===== config.mk =====
export PLATFORM = sky130hd
export DESIGN_NAME = ws2812_chain_flat
export DESIGN_NICKNAME = d
export VERILOG_FILES = /design/src/rtl/ws2812_chain_if.sv /design/src/rtl/ws2812_chain.sv /design/src/flat_wrapper.sv
export SDC_FILE = /design/constraint.sdc
export NUM_CORES = 1
export LEC_CHECK = 0
export CAP_MARGIN = 20
export CORE_MARGIN = 4
export CORE_UTILIZATION = 46
export CTS_CLUSTER_DIAMETER = 150
export DETAILED_ROUTE_END_ITERATION = 6
export GPL_TIMING_DRIVEN = 1
export HOLD_SLACK_MARGIN = 0.05
export REMOVE_ABC_BUFFERS = 1
export SKIP_CTS_REPAIR_TIMING = 1
export SYNTH_ARGS = -nofsm -noshare
export SYNTH_HDL_FRONTEND = slang
export SYNTH_SLANG_ARGS = --single-unit

===== constraint.sdc =====
create_clock -name clk -period 42.7 [get_ports clk]
set_clock_uncertainty 0.2 [all_clocks]
set_input_delay 4.27 -clock clk [delete_from_list [all_inputs] [get_ports clk]]
set_output_delay 4.27 -clock clk [all_outputs]
set_load 0.02 [all_outputs]

===== src/rtl/ws2812_chain_if.sv =====
// rtl/ws2812_chain_if.sv - host bus of the multi-string WS2812 driver
interface ws2812_chain_if #(
   parameter int LED_W        = 3,
   parameter int CH_W         = 1,
   parameter int NUM_CHANNELS = 2
);
   logic [23:0]             rgb_data;
   logic [LED_W-1:0]        led_num;
   logic [CH_W-1:0]         chan;
   logic                    write;
   logic                    start;
   logic                    busy;
   logic [NUM_CHANNELS-1:0] data;

   modport master (output rgb_data, led_num, chan, write, start, input busy, data);
   modport slave  (input rgb_data, led_num, chan, write, start, output busy, data);
endinterface


===== src/rtl/ws2812_chain.sv =====
// rtl/ws2812_chain.sv - N-string WS2812 driver with frame buffer; option macro WS2812_AUTO_REFRESH_EN
module ws2812_chain #(
   parameter int NUM_LEDS     = 8,
   parameter int NUM_CHANNELS = 2,
   parameter int BIT_CYC      = 15,
   parameter int T0H_CYC      = 4,
   parameter int T1H_CYC      = 8,
   parameter int RESET_CYC    = 600
) (
   input logic           clk,
   input logic           reset,
   ws2812_chain_if.slave bus
);
   localparam int LED_W = (NUM_LEDS > 1) ? $clog2(NUM_LEDS) : 1;
   localparam int CYC_W = $clog2(BIT_CYC);
   localparam int LAT_W = (RESET_CYC > 1) ? $clog2(RESET_CYC) : 1;

   localparam logic [LED_W-1:0] LAST_LED = LED_W'(NUM_LEDS - 1);
   localparam logic [CYC_W-1:0] LAST_CYC = CYC_W'(BIT_CYC - 1);
   localparam logic [LAT_W-1:0] LAST_LAT = LAT_W'(RESET_CYC - 1);

   localparam logic [2:0] IDLE   = 3'd0;
   localparam logic [2:0] LOAD   = 3'd1;
   localparam logic [2:0] BIT_HI = 3'd2;
   localparam logic [2:0] BIT_LO = 3'd3;
   localparam logic [2:0] LATCH  = 3'd4;

   logic [23:0]             frame_mem [NUM_CHANNELS][NUM_LEDS];
   logic [23:0]             shreg [NUM_CHANNELS];
   logic [2:0]              state;
   logic [CYC_W-1:0]        cyc;
   logic [4:0]              bit_cnt;
   logic [LED_W-1:0]        led_idx;
   logic [LAT_W-1:0]        lat_cnt;
   logic                    busy_q;
   logic [NUM_CHANNELS-1:0] data_q;
   logic                    wr_in_range;

   assign wr_in_range = (int'(bus.led_num) < NUM_LEDS) && (int'(bus.chan) < NUM_CHANNELS);
   assign bus.busy    = busy_q;
   assign bus.data    = data_q;

   // host writes land in the frame buffer at any time; out-of-range indices are dropped
   always_ff @(posedge clk or posedge reset) begin
      if (reset) begin
         for (int c = 0; c < NUM_CHANNELS; c++)
            for (int l = 0; l < NUM_LEDS; l++)
               frame_mem[c][l] <= '0;
      end else if (bus.write && wr_in_range) begin
         frame_mem[bus.chan][bus.led_num] <= bus.rgb_data;
      end
   end

   // frame sequencer: common bit timing for all strings, word reload merged into the last
   // cycle of the previous bit so periods run back to back, then the latch gap
   always_ff @(posedge clk or posedge reset) begin
      if (reset) begin
         state   <= IDLE;
         busy_q  <= 1'b0;
         data_q  <= '0;
         cyc     <= '0;
         bit_cnt <= '0;
         led_idx <= '0;
         lat_cnt <= '0;
         for (int c = 0; c < NUM_CHANNELS; c++) shreg[c] <= '0;
      end else begin
         case (state)
            IDLE: begin
               data_q <= '0;
               if (bus.start) state <= LOAD;
            end
            LOAD: begin
               busy_q  <= 1'b1;
               data_q  <= '1;
               cyc     <= '0;
               bit_cnt <= 5'd23;
               led_idx <= '0;
               state   <= BIT_HI;
               for (int c = 0; c < NUM_CHANNELS; c++) shreg[c] <= frame_mem[c][0];
            end
            BIT_HI, BIT_LO: begin
               if (cyc == LAST_CYC) begin
                  cyc <= '0;
                  if (bit_cnt == 5'd0) begin
                     if (led_idx == LAST_LED) begin
                        state   <= LATCH;
                        data_q  <= '0;
                        lat_cnt <= '0;
                     end else begin
                        led_idx <= led_idx + 1'b1;
                        bit_cnt <= 5'd23;
                        data_q  <= '1;
                        state   <= BIT_HI;
                        for (int c = 0; c < NUM_CHANNELS; c++)
                           shreg[c] <= frame_mem[c][led_idx + 1'b1];
                     end
                  end else begin
                     bit_cnt <= bit_cnt - 1'b1;
                     data_q  <= '1;
                     state   <= BIT_HI;
                     for (int c = 0; c < NUM_CHANNELS; c++)
                        shreg[c] <= {shreg[c][22:0], 1'b0};
                  end
               end else begin
                  cyc   <= cyc + 1'b1;
                  state <= ((int'(cyc) + 1) < T1H_CYC) ? BIT_HI : BIT_LO;
                  for (int c = 0; c < NUM_CHANNELS; c++)
                     data_q[c] <= (int'(cyc) + 1) < (shreg[c][23] ? T1H_CYC : T0H_CYC);
               end
            end
            LATCH: begin
               if (lat_cnt == LAST_LAT) begin
`ifdef WS2812_AUTO_REFRESH_EN
                  // restart without a bubble so the refresh period is exactly one frame
                  data_q  <= '1;
                  cyc     <= '0;
                  bit_cnt <= 5'd23;
                  led_idx <= '0;
                  state   <= BIT_HI;
                  for (int c = 0; c < NUM_CHANNELS; c++) shreg[c] <= frame_mem[c][0];
`else
                  data_q <= '0;
                  busy_q <= 1'b0;
                  state  <= IDLE;
`endif
               end else begin
                  data_q  <= '0;
                  lat_cnt <= lat_cnt + 1'b1;
               end
            end
            default: begin
               data_q <= '0;
               busy_q <= 1'b0;
               state  <= IDLE;
            end
         endcase
      end
   end
endmodule


===== src/flat_wrapper.sv =====
// flat-port wrapper written by rule: the top's interface ports become plain ports
module ws2812_chain_flat 
#(
   parameter int NUM_LEDS     = 8,
   parameter int NUM_CHANNELS = 2,
   parameter int BIT_CYC      = 15,
   parameter int T0H_CYC      = 4,
   parameter int T1H_CYC      = 8,
   parameter int RESET_CYC    = 600
)
  (clk, reset, bus_rgb_data, bus_led_num, bus_chan, bus_write, bus_start, bus_busy, bus_data);
  ws2812_chain_if #(.LED_W(3), .CH_W(1), .NUM_CHANNELS(NUM_CHANNELS)) bus_i ();
  input logic clk;
  input logic reset;
  input wire logic [$bits(bus_i.rgb_data)-1:0] bus_rgb_data;
  input wire logic [$bits(bus_i.led_num)-1:0] bus_led_num;
  input wire logic [$bits(bus_i.chan)-1:0] bus_chan;
  input wire logic [$bits(bus_i.write)-1:0] bus_write;
  input wire logic [$bits(bus_i.start)-1:0] bus_start;
  output wire logic [$bits(bus_i.busy)-1:0] bus_busy;
  output wire logic [$bits(bus_i.data)-1:0] bus_data;
  assign bus_i.rgb_data = bus_rgb_data;
  assign bus_i.led_num = bus_led_num;
  assign bus_i.chan = bus_chan;
  assign bus_i.write = bus_write;
  assign bus_i.start = bus_start;
  assign bus_busy = bus_i.busy;
  assign bus_data = bus_i.data;
  ws2812_chain #(.NUM_LEDS(NUM_LEDS), .NUM_CHANNELS(NUM_CHANNELS), .BIT_CYC(BIT_CYC), .T0H_CYC(T0H_CYC), .T1H_CYC(T1H_CYC), .RESET_CYC(RESET_CYC)) u_core (.clk(clk), .reset(reset), .bus(bus_i));
endmodule

== After elaboration in Yosys (flattened, before gate mapping) ==
Cells that the tools add are included.

* Add/sub/neg operators: 5
* $lt $le $gt $ge: 8
* Equal/unequal tests: 15
* Mux-type cells: 45
* Bitwise gates (word level): 4
* Reduce and logical (&&, ||, !) cells: 13

{| class="wikitable"
|+ Operator list
! operator !! count
|-
| 384-bit bitwise mux || 1
|-
| 192-bit demux with 1-bit select || 1
|-
| 192-bit 2-to-1 mux || 1
|-
| 24-bit binary-select mux with 3-bit select || 2
|-
| 48-bit 2-to-1 mux || 3
|-
| 24-bit 2-to-1 mux || 5
|-
| 48-bit case mux with 2 select lines || 1
|-
| 24-bit demux with 3-bit select || 1
|-
| 32-bit less-than comparator || 2
|-
| 10-bit 2-to-1 mux || 4
|-
| 32-bit by 5-bit less-than comparator with 1-bit output (second input constant) || 1
|-
| 3-bit 2-to-1 mux || 8
|-
| 10-bit case mux with 2 select lines || 1
|-
| 5-bit 2-to-1 mux || 3
|-
| 4-bit 2-to-1 mux || 3
|-
| 3-bit case mux with 4 select lines || 1
|-
| 10-bit by 1-bit adder with 10-bit output (second input constant) || 1
|-
| 10-bit equality test (second input constant) || 1
|-
| 5-bit case mux with 2 select lines || 1
|-
| 4-bit greater-or-equal comparator (second input constant) || 2
|-
| 2-bit by 1-bit != test with 1-bit output (second input constant) || 4
|-
| 3-bit inverter with 4-bit output || 2
|-
| 4-bit case mux with 2 select lines || 1
|-
| 3-bit by 2-bit equality test with 1-bit output (second input constant) || 2
|-
| other kinds (29) || 38
|}

* Register bits: 460
* Bits of input ports: 32
* Output and inout port bits: 3

== Logic depth before layout (Yosys ltp) ==
* Word-level depth: 9
* Gate-level depth with buffers: 8
* Mapped depth without buffers: 6

== Worst setup path before layout ==
No wires, ideal clock.

* Path type: in2reg
* From: input port bus_led_num[0]
* To: register u_core.frame_mem[216] in the netlist's numbering
* Setup time: 0.125 ns
* Arrival time: 5.552 ns
* Data required time: 42.375 ns
* Setup slack: 36.824 ns
* Stages on the path: 5
* Path buffers: 2
* Path through: nor3b_1 > and3_1 > clkbuf_1 > buf_2 > mux2_2

* Word-level cells in the longest chain between the ends: 8

{| class="wikitable"
|+ RTL lines
! item !! line !! text
|-
| from (decl) || flat_wrapper.sv:16 || <nowiki>input wire logic [$bits(bus_i.led_num)-1:0] bus_led_num;</nowiki>
|-
| 3-bit inverter with 4-bit output (implied by the code) * || ws2812_chain.sv:50 || <nowiki>frame_mem[bus.chan][bus.led_num] <= bus.rgb_data;</nowiki>
|-
| 4-bit greater-or-equal comparator (implied by the code) or 4-bit by 1-bit less-than comparator with 1-bit output (tied branches) || ws2812_chain.sv:50 ||
|-
| 1-bit logical AND (implied by the code) || ws2812_chain.sv:50 ||
|-
| 24-bit 2-to-1 mux (implied by the code) || ws2812_chain.sv:50 ||
|-
| 24-bit demux with 3-bit select * || ws2812_chain.sv:50 ||
|-
| 192-bit 2-to-1 mux (implied by the code) * || ws2812_chain.sv:50 ||
|-
| 192-bit demux with 1-bit select * || ws2812_chain.sv:50 ||
|-
| 384-bit bitwise mux * || ws2812_chain.sv:50 ||
|-
| to (signal, indexed assignment) || ws2812_chain.sv:50 ||
|-
| to (decl) || ws2812_chain.sv:28 || <nowiki>logic [23:0] frame_mem [NUM_CHANNELS][NUM_LEDS];</nowiki>
|}

Mark *: on every way between the ends. The rest lies on a longest branch, timed or not.
A chain may end at the register's enable or synchronous reset.

==> run_results.csv <==
group,metric,value,unit
run_status,status,"completed",
cells_and_area,area.growth.synth_to_final,11.9,%
drt,ant_nets,0,
timing,final-max-slew-violation-count,0,
global_routing,grt_max_degree,116,
yosys,synth_flop_cell,"dfrtp_1",
timing,hold_violations,0,
placed_design,dp_hpwl,27800,um
hold_path,min_from,"u_core.frame_mem[283]$_DFFE_PP0P_",
drt,drc_errors,0,
drt,via_per_inst,6.21,
die,die_x,223,um
die,core,45600,um^2
clock_network,cts-htree-levels,2,
setup_path,reg2reg_to,"u_core.shreg[27]$_DFFE_PP0P_",
yosys,syn_avg_cell_area,14.5,um^2
die,placementRows,78,
global_routing,grt_pass1_vias,13600,
drt,vias,12900,
yosys,synth_top_cell_by_area,"dfrtp_1",
cells_and_area,final_layout_size_suffix_gt1_share,43.6,%
timing,max_freq,148,MHz
yosys,synthDistinctLibCells,54,
global_routing,gr-total-overflow,0,
hold_path,min_path_cells,1,
clock_network,clockRootBuffer,"clkbuf_16",
cells_and_area,fin_area,23900,um^2
die,start_util,46.8,%
timing,fin_crit_sh,15.8,%
timing,slew_headroom,25.7,%
clock_network,cts_sinks,460,
hold_path,hold_path_class,"reg -> reg",
setup_path,arrival,7.11,ns
die,dieArea,49900,um^2
clock_network,clk_pin_slew,0.06,ns
power_and_ir_drop,worst_ir_drop_vdd,40.9,uV
setup_path,end_kind,"async pin",
setup_path,cp-start-kind,"input port",
yosys,synth_area_leaders,"dfrtp_1, mux2_2, mux4_2",
clock_network,clk_path_buf_depth,3,
global_routing,track_usage,22.1,%
clock_network,cts_tree,"built",
drt,wl_per_cell,26.2,um
timing,worstMarginPinSlew,1.11,ns
timing,finalSetupViolCount,0,
yosys,yosysMostFrequentCell,"dfrtp_1",
die,die_y,223,um
power_and_ir_drop,leakagePower,9.85,nW
yosys,syn_area,21300,um^2
yosys,yosys_warnings,0,
yosys,yosys-top-cells-count,"dfrtp_1, mux2_2, clkbuf_1, mux4_2, nor3_1",
clock_network,clk_latency,0.59,ns
setup_path,slowest_stage,"buf_4",
flow_run,drv_cap,0,
setup_path,path_delay_family,"buffers and inverters",
yosys,synth_edf_count,0,
global_routing,grt_use_met2,36.2,%
yosys,ys_async_sr_fraction,100,%
setup_path,critPathMostFrequentCell,"buf_4",
power_and_ir_drop,power,0.00158,W
setup_path,rr_startpoint,"u_core.bit_cnt[0]$_DFFE_PP0P_",
yosys,synth.yosys.seq_area_share,54.0,%
yosys,synth_top_area_share,54.0,%
setup_path,crit_fanout,115,
setup_path,cp_slowest_stage_delay,0.85,ns
global_routing,grt_first_pass_wirelength,85400,um
placed_design,gp_congestion,0.740,
hold_path,whs_endpoint,"u_core.frame_mem[283]$_DFFE_PP0P_",
global_routing,use_met3,4.03,%
placed_design,dpl_cell_area,22100,um^2
setup_path,worstPathRequired,43.07,ns
setup_path,r2r_slack,38.81,ns
setup_path,crit_type,"in -> async",
global_routing,grt_busiest_layer,"met2",
timing,finalSetupTns,0,ns
setup_path,crit_chain,"clkdlybuf4s50_1 > inv_8 > buf_4 > buf_4",
yosys,synth-seq-cells,460,
global_routing,gr-usage-met1,30.7,%
drt,first_iter_violations,1025,
setup_path,critPathBufInv,4,
cells_and_area,nets,1483,
global_routing,antenna_found_initial,2,
cells_and_area,nFillCells,3800,
drt,finalWirelength,54600,um
power_and_ir_drop,p_per_area,66.1,nW/um^2
timing,rsz0062_at_grt,"no",
timing,period_needed,6.74,ns
setup_path,r2r_cells,7,
die,ios,35,
yosys,netlist_instances,1469,
clock_network,numCtsBuffers,51,
drt,drt_pass1_iterations,5,
placed_design,port_buffers,34,
-- per-stage QoR --
step	hold WS (ns)	setup slack [ns]	util, %	cells
floorplan	0.271	25.40	-	1329
global placement	0.282	35.29	48.6	1991
detailed placement	0.289	35.24	48.6	1991
CTS	0.301	35.87	52.3	2080
global route	0.309	35.55	52.3	2081
finish	0.297	35.96	52.4	2082
-- routing by layer --
layer	vias to the layer above	wire [um]
met5	-	0
met4	0	1190
met2	316	26500
li1	5541	-
met3	78	2720
met1	7003	24100
-- where the power goes --
| group | switching [W] | internal (W) |
|---|---|---|
| Sequential | 0.0000751 | 0.000551 |
| Combinational | 0.000237 | 0.000275 |
| Clock | 0.000174 | 0.000267 |
-- layout by cell type, fill, tap and decap left out, types with 13 or more instances in the layout --
master             n
a221oi_1          15
a221oi_2          30
a31oi_1           48
and3_1            47
buf_4             28
clkbuf_1          13
clkbuf_16         53
clkbuf_8          17
clkdlybuf4s50_1   34
dfrtp_1          459
mux2_2           384
mux4_2            96
nand2_1           16
nand4_1           48
nor3_1            52
-- cell families (layout without fill, tap and decap cells) --
group	after synthesis	in the layout	synth area share, %
buf+inv	149	161	3.06
mux	484	484	30.6
flops	460	460	54.0
fa+ha+maj	6	6	0.352
compound gates	141	141	5.72
other cells	0	1	0
xor+xnor	5	5	0.205
simple gates	224	224	6.08
-- final cells by class --
cell class | instances | area (um^2) | area share [%]
Antenna cell | 1 | 2.50 | 0.0105
Clock buffer | 83 | 1610 | 6.74
Clock inverter | 6 | 82.6 | 0.346
Inverter | 9 | 41.3 | 0.173
Multi-Input combinational cell | 860 | 9280 | 38.9
Sequential cell | 460 | 11500 | 48.3
Tap cell | 600 | 751 | 3.15
Timing Repair Buffer | 63 | 578 | 2.42
-- worst max-delay path by stage --
stage                from                           endpoint  slack (ns)  cells past startpoint
floorplan           reset      u_core.bit_cnt[0]$_DFFE_PP0P_       25.40                      1
global placement    reset  u_core.frame_mem[149]$_DFFE_PP0P_       35.29                      4
detailed placement  reset  u_core.frame_mem[149]$_DFFE_PP0P_       35.24                      4
CTS                 reset  u_core.frame_mem[149]$_DFFE_PP0P_       35.87                      4
global route        reset  u_core.frame_mem[341]$_DFFE_PP0P_       35.55                      4
finish              reset   u_core.frame_mem[54]$_DFFE_PP0P_       35.96                      4
-- state kept, by name, indices dropped and copies added, names as in the netlist --
name / count
u_core.bus.data: 2
u_core.frame_mem: 384
u_core.shreg: 48
u_core.lat_cnt: 10
u_core.state: 3
u_core.bus.busy: 1
u_core.cyc: 4
u_core.bit_cnt: 5
u_core.led_idx: 3
No activity file was read; power rests on OpenSTA's default activity.
